File: config.mk
export PLATFORM = sky130hd
export DESIGN_NAME = spi_slave_if
export DESIGN_NICKNAME = d
export VERILOG_FILES = /design/src/rtl/spi_slave_if.sv
export SDC_FILE = /design/constraint.sdc
export NUM_CORES = 1
export LEC_CHECK = 0
export CAP_MARGIN = 40
export CORE_AREA = 2 2 65 112
export CTS_CLUSTER_SIZE = 20
export DETAILED_ROUTE_END_ITERATION = 12
export DIE_AREA = 0 0 67 114
export PLACE_DENSITY_LB_ADDON = 0.08
export SLEW_MARGIN = 10
export SYNTH_ARGS = -nofsm -noshare
export SYNTH_HDL_FRONTEND = slang
export SYNTH_SLANG_ARGS = --single-unit
File: constraint.sdc
create_clock -name clk -period 4.12 [get_ports clk]
set_clock_uncertainty 0.2 [all_clocks]
set_input_delay 0.618 -clock clk [delete_from_list [all_inputs] [get_ports clk]]
set_output_delay 0.618 -clock clk [all_outputs]
set_load 0.02 [all_outputs]
File: src/rtl/spi_slave_if.sv
// SPI slave (modes 0-3, MSB first, 8-bit) oversampled in clk; pin edge to action 3 cycles, rx_valid 4 cycles after last sample edge.
// TX side is a one-entry valid/ready holding register; an empty register at a byte start sends 0x00 and flags tx_underrun.
module spi_slave_if (
    input  logic       clk,
    input  logic       rst,
    input  logic       spi_sck,
    input  logic       spi_cs_n,
    input  logic       spi_mosi,
    output logic       spi_miso,
    output logic       spi_miso_oe,
    input  logic [1:0] mode,
    input  logic [7:0] tx_data,
    input  logic       tx_valid,
    output logic       tx_ready,
    output logic [7:0] rx_data,
    output logic       rx_valid,
    output logic       tx_underrun,
    output logic       frame_err,
    output logic       busy
);

    typedef enum logic [1:0] {WAIT_HI, IDLE, ARM, SHIFT} state_t;

    state_t     state, state_nxt;
    logic       sck_s1, sck_s2, sck_s3, cs_s1, cs_s2, mosi_s1, mosi_s2;
    logic [1:0] sync_ok;
    logic [1:0] mode_q;
    logic [7:0] tx_sh, hold_dat;
    logic [6:0] rx_sh;
    logic [2:0] cnt;
    logic       hold_full, done_q, pend_ur;
    logic       sck_edge, lead, trail, in_shift, sample_edge, shift_edge, boundary, load_tx, write_ok;

    assign sck_edge    = sck_s2 ^ sck_s3;
    assign lead        = sck_edge & (sck_s3 == mode_q[1]);
    assign trail       = sck_edge & (sck_s2 == mode_q[1]);
    assign in_shift    = (state == SHIFT) & ~cs_s2;
    assign sample_edge = in_shift & (mode_q[0] ? trail : lead);
    // No shift on the first shift-type edge of a byte: the freshly loaded MSB must stay on MISO.
    assign shift_edge  = in_shift & (mode_q[0] ? lead : trail) & (cnt != 3'd0);
    assign boundary    = sample_edge & (cnt == 3'd7);
    assign load_tx     = (state == ARM) | boundary;
    assign write_ok    = tx_valid & ~hold_full;

    assign tx_ready    = ~hold_full;
    assign busy        = (state == ARM) | (state == SHIFT);
    assign spi_miso_oe = ~cs_s2 & (state != WAIT_HI);
    assign spi_miso    = spi_miso_oe & tx_sh[7];

    always_comb begin
        state_nxt = state;
        case (state)
            WAIT_HI: if (sync_ok[1] && cs_s2) state_nxt = IDLE;
            IDLE:    if (!cs_s2) state_nxt = ARM;
            ARM:     state_nxt = SHIFT;
            SHIFT:   if (cs_s2) state_nxt = IDLE;
            default: state_nxt = WAIT_HI;
        endcase
    end

    always_ff @(posedge clk) begin
        if (rst) begin
            state       <= WAIT_HI;
            sck_s1      <= 1'b0;
            sck_s2      <= 1'b0;
            sck_s3      <= 1'b0;
            cs_s1       <= 1'b1;
            cs_s2       <= 1'b1;
            mosi_s1     <= 1'b0;
            mosi_s2     <= 1'b0;
            sync_ok     <= 2'b00;
            mode_q      <= 2'b00;
            tx_sh       <= 8'h00;
            rx_sh       <= 7'h00;
            hold_dat    <= 8'h00;
            hold_full   <= 1'b0;
            cnt         <= 3'd0;
            done_q      <= 1'b0;
            pend_ur     <= 1'b0;
            rx_data     <= 8'h00;
            rx_valid    <= 1'b0;
            tx_underrun <= 1'b0;
            frame_err   <= 1'b0;
        end else begin
            sck_s1  <= spi_sck;
            sck_s2  <= sck_s1;
            sck_s3  <= sck_s2;
            cs_s1   <= spi_cs_n;
            cs_s2   <= cs_s1;
            mosi_s1 <= spi_mosi;
            mosi_s2 <= mosi_s1;
            // The cs_n synchroniser holds its reset value for two cycles; WAIT_HI must not trust it until then.
            sync_ok <= {sync_ok[0], 1'b1};
            state   <= state_nxt;

            done_q    <= boundary;
            rx_valid  <= done_q;
            frame_err <= (state == SHIFT) & cs_s2 & (cnt != 3'd0);
            // An empty register at a byte boundary is only an underrun once the next byte really starts.
            tx_underrun <= ((state == ARM) & ~hold_full) |
                           (sample_edge & (cnt == 3'd0) & pend_ur);
            if (state == ARM)
                pend_ur <= 1'b0;
            else if (sample_edge)
                pend_ur <= boundary & ~hold_full;

            if (state == ARM) begin
                mode_q <= mode;
                cnt    <= 3'd0;
            end

            if (load_tx)
                tx_sh <= hold_full ? hold_dat : 8'h00;
            else if (shift_edge)
                tx_sh <= {tx_sh[6:0], 1'b0};

            if (sample_edge) begin
                rx_sh <= {rx_sh[5:0], mosi_s2};
                cnt   <= cnt + 3'd1;
                if (cnt == 3'd7)
                    rx_data <= {rx_sh, mosi_s2};
            end

            if (write_ok) begin
                hold_full <= 1'b1;
                hold_dat  <= tx_data;
            end else if (load_tx && hold_full) begin
                hold_full <= 1'b0;
            end
        end
    end

endmodule

==> out/metrics.csv, run 1 <==
stage,metric,value,unit
floorplanning,area of the core,6810,µm²
clock_network,CTS Buffer Depth,2,
floorplanning,chip height,114,µm
logic_synthesis,Syn. warnings,0,
final_layout,most frequent cells in the layout,"dfxtp_1 (53), nand2_1 (49), a21oi_1 (34), clkdlybuf4s50_1 (29), nand3_1 (12)",
floorplanning,die width,67,µm
critical_path,Reg2Reg Setup Slack,1830,ps
timing,maximum clock frequency,360,MHz
logic_synthesis,Mapped Cells,285,
place,pre-CTS WS,1640,ps
timing,Final Hold Fails,0,
floorplanning,die area,7640,µm²
clock_network,Setup Buffers After CTS,0,
drt,DRC viols,0,
place,dpl hpwl,3960,µm
clock_network,hold_buf cts,0,
drt,Routed WL per cell,14.8,µm
hold_path,WHS Path Cells,1,
timing,actual slew at the worst max-slew pin,858,ps
drt,Routed Antenna Nets,0,
hold_path,Hold Crit Class,flip-flop to flip-flop,
critical_path,crit path DAT,1960,ps
timing,Slew Limit Headroom,0.424,
clock_network,CTS Buf Count,5,
logic_synthesis,post-synth net total,308,
final_layout,"leading cell type in the layout, fill and taps excluded",dfxtp_1,
critical_path,"Req. time, crit path",3300,ps
grt,first-pass GRT wire length,9850,µm
pwr,Tot Pwr,1300,µW
logic_synthesis,async set or reset register ratio after synthesis,0,
logic_synthesis,syn avg cell area,8.68,µm²
timing,Post-Route Setup TNS,0,ps
final_layout,Final #Nets,330,
grt,initial antenna violation count,0,
timing,RSZ-0062 raised after global routing,false,
final_layout,Area Growth Syn to Fin,19.9,%
timing,PnR worst setup slack,1340,ps
logic_synthesis,sequential share of the synthesized area,0.429,
critical_path,critical-path maximum fanout,9,
timing,Final min period,2780,ps
final_layout,"Core Util, Final",0.436,
clock_network,Worst-path clk slew,70,ps
hold_path,Hold Path Origin,cs_s1,
logic_synthesis,"EDFF count, synth",0,
floorplanning,starting density of the core,0.364,
drt,DRT Pass-1 Iters,4,
pwr,Cell Pwr Density,438,nW/µm²
logic_synthesis,Main synth FF type,dfxtp_1,
critical_path,Worst R2R Path Depth,5,
critical_path,origin of the critical flop-to-flop path,state[1],
critical_path,kind of critical path,flip-flop to output port,
logic_synthesis,mapped cell area,2470,µm²
critical_path,Worst Setup Start Kind,flip-flop,
flow_run,maxcap violations,0,
critical_path,Worst R2R End,tx_sh[5],
logic_synthesis,synth unique cells,34,
grt,largest net degree at the start of global routing,30,
drt,Via Count,2017,
critical_path,crit end category,output port,
timing,Slew Limit Fails,0,
grt,Overflow after GRT,0,
logic_synthesis,register bit count reported by yosys,53,
clock_network,clk_lat worst skew,300,ps
hold_path,Hold Crit Endpoint,cs_s2,
clock_network,CTS tree,yes,
final_layout,ant diodes,0,
drt,First DRT Iteration DRCs,103,
outcome,status,"complete, no violations",
clock_network,htree depth,2,
final_layout,share of layout cells above drive strength 1,0.101,
clock_network,Clock Root Buffer,clkbuf_16,
floorplanning,std cell rows,40,
timing,final setup fails,0,
clock_network,Post-CTS Resized,0,
floorplanning,IO Pins,31,
grt,GRT Util Overall,0.166,
clock_network,Clock Sinks,53,
drt,drt total wl,5820,µm
drt,vias per cell,5.15,
pwr,Leak Pwr,0.00107,µW
timing,final worst path period share,0.674,
place,port bufs,30,
grt,number of global-route vias before repair,2000,
pwr,Peak VDD IR,0.293,mV
place,gp weighted congestion,0.776,
cell type report:
type / count / area (µm²)
Clock inverter: 3 / 25.0
Clock buffer: 5 / 125
Multi-Input combinational cell: 206 / 1290
Tap cell: 84 / 105
Sequential cell: 53 / 1060
Fill cell: 717 / 3840
Timing Repair Buffer: 32 / 330
Inverter: 9 / 33.8
how the worst max path moves through the flow:
stage,from,to,cells after the start
global placement,state[0],busy,4
global route,state[0],busy,4
detailed placement,state[0],busy,4
floorplan,state[0],spi_miso,4
finish,state[0],busy,4
CTS,state[0],busy,4
critical path, cell delays in order (launching register included):
cell and delay (ps):
dfxtp_1 360, inv_1 80, ha_1 350, or2_2 340
clkdlybuf4s50_1 540
sequential cells by signal (all words and copies together) (netlist names), 2 cells and up:
| signal | cells |
|---|---|
| state | 2 |
| hold_dat | 8 |
| rx_data | 8 |
| rx_sh | 7 |
| tx_sh | 8 |
| cnt | 3 |
| sync_ok | 2 |
| mode_q | 2 |
where the power goes:
group	switching [µW]	total, µW	internal [µW]
Combinational	131	255	124
Clock	202	431	229
Sequential	49.4	613	563
stage by stage:
stage | cell area [µm²] | cells | hold slack, ps
floorplan | 2470 | 285 | 189
global placement | 2790 | 383 | 206
detailed placement | 2820 | 384 | 206
CTS | 2970 | 392 | 230
global route | 2970 | 392 | 253
finish | 2970 | 392 | 231
layer usage:
metal	part of all wire	track usage
met5	0	0
met3	0.030	0.0345
met1	0.44	0.203
met2	0.52	0.284
met4	0.011	0.0544
cell families (layout without fill, tap and decap cells):
family / after synthesis / after routing / synth area share
adder cells (fa/ha/maj): 7 / 7 / 0.0354
AO/OA/AOI/OAI: 71 / 71 / 0.185
buffers and inverters: 26 / 49 / 0.0516
XOR/XNOR: 2 / 2 / 0.0147
flip-flops: 53 / 53 / 0.429
AND/OR/NAND/NOR: 118 / 118 / 0.245
multiplexers: 8 / 8 / 0.0394
cell usage after synthesis, types with 2 or more instances:
cell type | n | area share
a211oi_1 | 7 | 0.021
a21oi_1 | 34 | 0.069
a311oi_1 | 7 | 0.025
a31oi_1 | 2 | 0.0051
a32oi_1 | 8 | 0.028
and2_1 | 8 | 0.020
and3_1 | 7 | 0.018
and3_2 | 7 | 0.021
and4bb_2 | 2 | 0.010
buf_1 | 3 | 0.0045
buf_6 | 4 | 0.018
clkbuf_1 | 10 | 0.015
dfxtp_1 | 53 | 0.43
ha_1 | 7 | 0.035
inv_1 | 8 | 0.012
mux2i_1 | 6 | 0.024
nand2_1 | 49 | 0.074
nand2b_1 | 4 | 0.010
nand3_1 | 12 | 0.024
nor2_1 | 8 | 0.012
nor2b_1 | 11 | 0.028
nor3_1 | 4 | 0.0081
o211ai_1 | 2 | 0.0061
o21ai_0 | 8 | 0.016
or2_2 | 5 | 0.013
(Power assumes the default switching activity.)
==> run 2, diff against run 1 <==
==> constraint.sdc (replaced) <==
create_clock -name clk -period 2.6 [get_ports clk]
set_clock_uncertainty 0.2 [all_clocks]
set_input_delay 0.39 -clock clk [delete_from_list [all_inputs] [get_ports clk]]
set_output_delay 0.39 -clock clk [all_outputs]
set_load 0.02 [all_outputs]
==> run 2 against run 1 <==
  * Count of clock-buffer cells in the layout rose by 1
  * Power rose by 58%
  * First-iteration DRC count fell by 11%
  * Wire length fell by 0.52%
  * Critical path depth rose by 1
  * Sequential power rose by 59%
  * Highest routed layer unchanged
==> out/metrics.csv, run 2 (synthesis gave the netlist of run 1 again) <==
stage,metric,value,unit,change
pwr,Leak Pwr,0.00109,µW,+1.6%
drt,Via Count,2058,,+2.0%
final_layout,most frequent cells in the layout,"dfxtp_1 (53), nand2_1 (49), a21oi_1 (34), clkdlybuf4s50_1 (29), nand3_1 (12)",,
timing,Post-Route Setup TNS,0,ps,unchanged
outcome,status,"complete, no violations",,
timing,maximum clock frequency,414,MHz,
grt,initial antenna violation count,0,,unchanged
place,port bufs,30,,unchanged
drt,DRT Pass-1 Iters,4,,unchanged
critical_path,kind of critical path,flip-flop to output port,,
clock_network,htree depth,2,,unchanged
critical_path,origin of the critical flop-to-flop path,mode_q[0],,
drt,DRC viols,0,,unchanged
timing,final worst path period share,0.929,,
drt,Routed Antenna Nets,0,,unchanged
drt,First DRT Iteration DRCs,92,,-11%
drt,vias per cell,5.20,,+1.0%
clock_network,Post-CTS Resized,0,,unchanged
floorplanning,std cell rows,40,,unchanged
clock_network,Clock Sinks,53,,unchanged
hold_path,WHS Path Cells,1,,unchanged
grt,GRT Util Overall,0.169,,+0.00269
clock_network,CTS tree,yes,,
floorplanning,die width,67,µm,unchanged
critical_path,worst stage delay on the critical path,590,ps,+50 ps
critical_path,Worst R2R Path Depth,5,,unchanged
place,dpl hpwl,4130,µm,+4.2%
timing,Slew Limit Headroom,0.560,,+0.136
floorplanning,chip height,114,µm,unchanged
timing,final setup fails,0,,unchanged
final_layout,"Core Util, Final",0.438,,+0.00184
final_layout,register area,1060,µm²,unchanged
final_layout,Area Growth Syn to Fin,20.4,%,
timing,PnR worst setup slack,184,ps,-1160 ps
clock_network,hold_buf cts,0,,unchanged
critical_path,cell breakdown of the critical path,"inv_1, ha_1, nor2_1, and2_1, clkdlybuf4s50_1",,
hold_path,Hold Crit Endpoint,cs_s2,,
final_layout,"leading cell type in the layout, fill and taps excluded",dfxtp_1,,
hold_path,Hold Crit Class,flip-flop to flip-flop,,
drt,Routed WL per cell,14.6,µm,-1.5%
critical_path,Worst Setup Start Kind,flip-flop,,
clock_network,Clock Root Buffer,clkbuf_16,,
floorplanning,starting density of the core,0.364,,unchanged
final_layout,ant diodes,0,,unchanged
critical_path,Worst R2R End,rx_data[2],,
hold_path,Hold Path Origin,cs_s1,,
timing,Final Hold Fails,0,,unchanged
final_layout,Final #Nets,334,,+1.2%
critical_path,Top delay family on crit path,buffers and inverters,,
pwr,Cell Pwr Density,690,nW/µm²,+58%
floorplanning,area of the core,6810,µm²,unchanged
critical_path,crit end category,output port,,
final_layout,share of layout cells above drive strength 1,0.112,,+0.0115
critical_path,critical-path maximum fanout,4,,-5
timing,Final min period,2420,ps,
grt,Overflow after GRT,0,,unchanged
place,gp weighted congestion,0.785,,+1.1%
timing,Slew Limit Fails,0,,unchanged
flow_run,maxcap violations,0,,unchanged
grt,first-pass GRT wire length,9900,µm,+0.49%
timing,Hold Slack,219,ps,-11.9 ps
final_layout,area of the multi-input gates,1290,µm²,unchanged
critical_path,"Req. time, crit path",2010,ps,-1290 ps
critical_path,worst path bufs/invs,2,,unchanged
clock_network,Worst-path clk slew,60,ps,about the same
clock_network,CTS Buf Count,5,,unchanged
pwr,Peak VDD IR,0.422,mV,+44%
clock_network,Setup Buffers After CTS,0,,unchanged
clock_network,CTS Buffer Depth,2,,unchanged
grt,number of global-route vias before repair,2075,,+3.8%
final_layout,Fillers,728,,+1.5%
critical_path,Reg2Reg Setup Slack,420,ps,-1410 ps
critical_path,crit path max-delay cell type,clkdlybuf4s50_1,,
pwr,Tot Pwr,2060,µW,+58%
timing,RSZ-0062 raised after global routing,false,,
timing,actual slew at the worst max-slew pin,647,ps,-211 ps
place,pre-CTS WS,401,ps,-1240 ps
clock_network,clk_lat worst skew,290,ps,about the same
floorplanning,IO Pins,31,,unchanged
floorplanning,die area,7640,µm²,unchanged
final_layout,biggest regs,"hold_dat (8), rx_data (8), tx_sh (8)",,
grt,largest net degree at the start of global routing,29,,-3.3%
critical_path,crit path DAT,1830,ps,-130 ps
drt,drt total wl,5790,µm,-0.52%
==> run 2: power breakdown <==
group | leakage, µW | switching [µW] | internal [µW]
Combinational | 0.000582 | 206 | 202
Sequential | 0.000432 | 79.9 | 893
Clock | 0.0000768 | 292 | 383
==> run 2: final cells by class <==
cell class,instances,area share
Clock inverter,2,0.00462
Timing Repair Buffer,36,0.114
Multi-Input combinational cell,206,0.432
Inverter,9,0.0113
Clock buffer,6,0.0466
Sequential cell,53,0.356
Tap cell,84,0.0353
==> run 2: routing by layer <==
layer,GRT usage,vias to the layer above,part of all wire
met5,0,-,0
met4,0.0748,0,0.022
met1,0.183,969,0.41
met3,0.0355,8,0.033
li1,-,1049,-
met2,0.305,32,0.54
==> run 2: worst max path at each step <==
stage               slack [ps]  cells past startpoint         end      start
floorplan                  710                      8    tx_sh[7]   state[0]
global placement           440                      5     pend_ur  mode_q[0]
global route                40                      5    spi_miso   state[1]
finish                     180                      5    spi_miso   state[0]
detailed placement         400                      5  rx_data[2]  mode_q[0]
CTS                        150                      5    spi_miso   state[0]
==> run 2: metrics by stage <==
stage | std cells | cell area [µm²]
6_report | 396 | 2980
5_1_grt | 396 | 2980
4_1_cts | 396 | 2980
3_5_place_dp | 388 | 2830
3_3_place_gp | 388 | 2830
2_1_floorplan | 285 | 2470
==> run 2: worst register-to-register path, cell delays in order (launching register included) <==
cell	delay, ps
dfxtp_1	380
xnor2_4	390
mux2i_4	660
buf_4	260
o21ai_0	70
a21oi_1	160
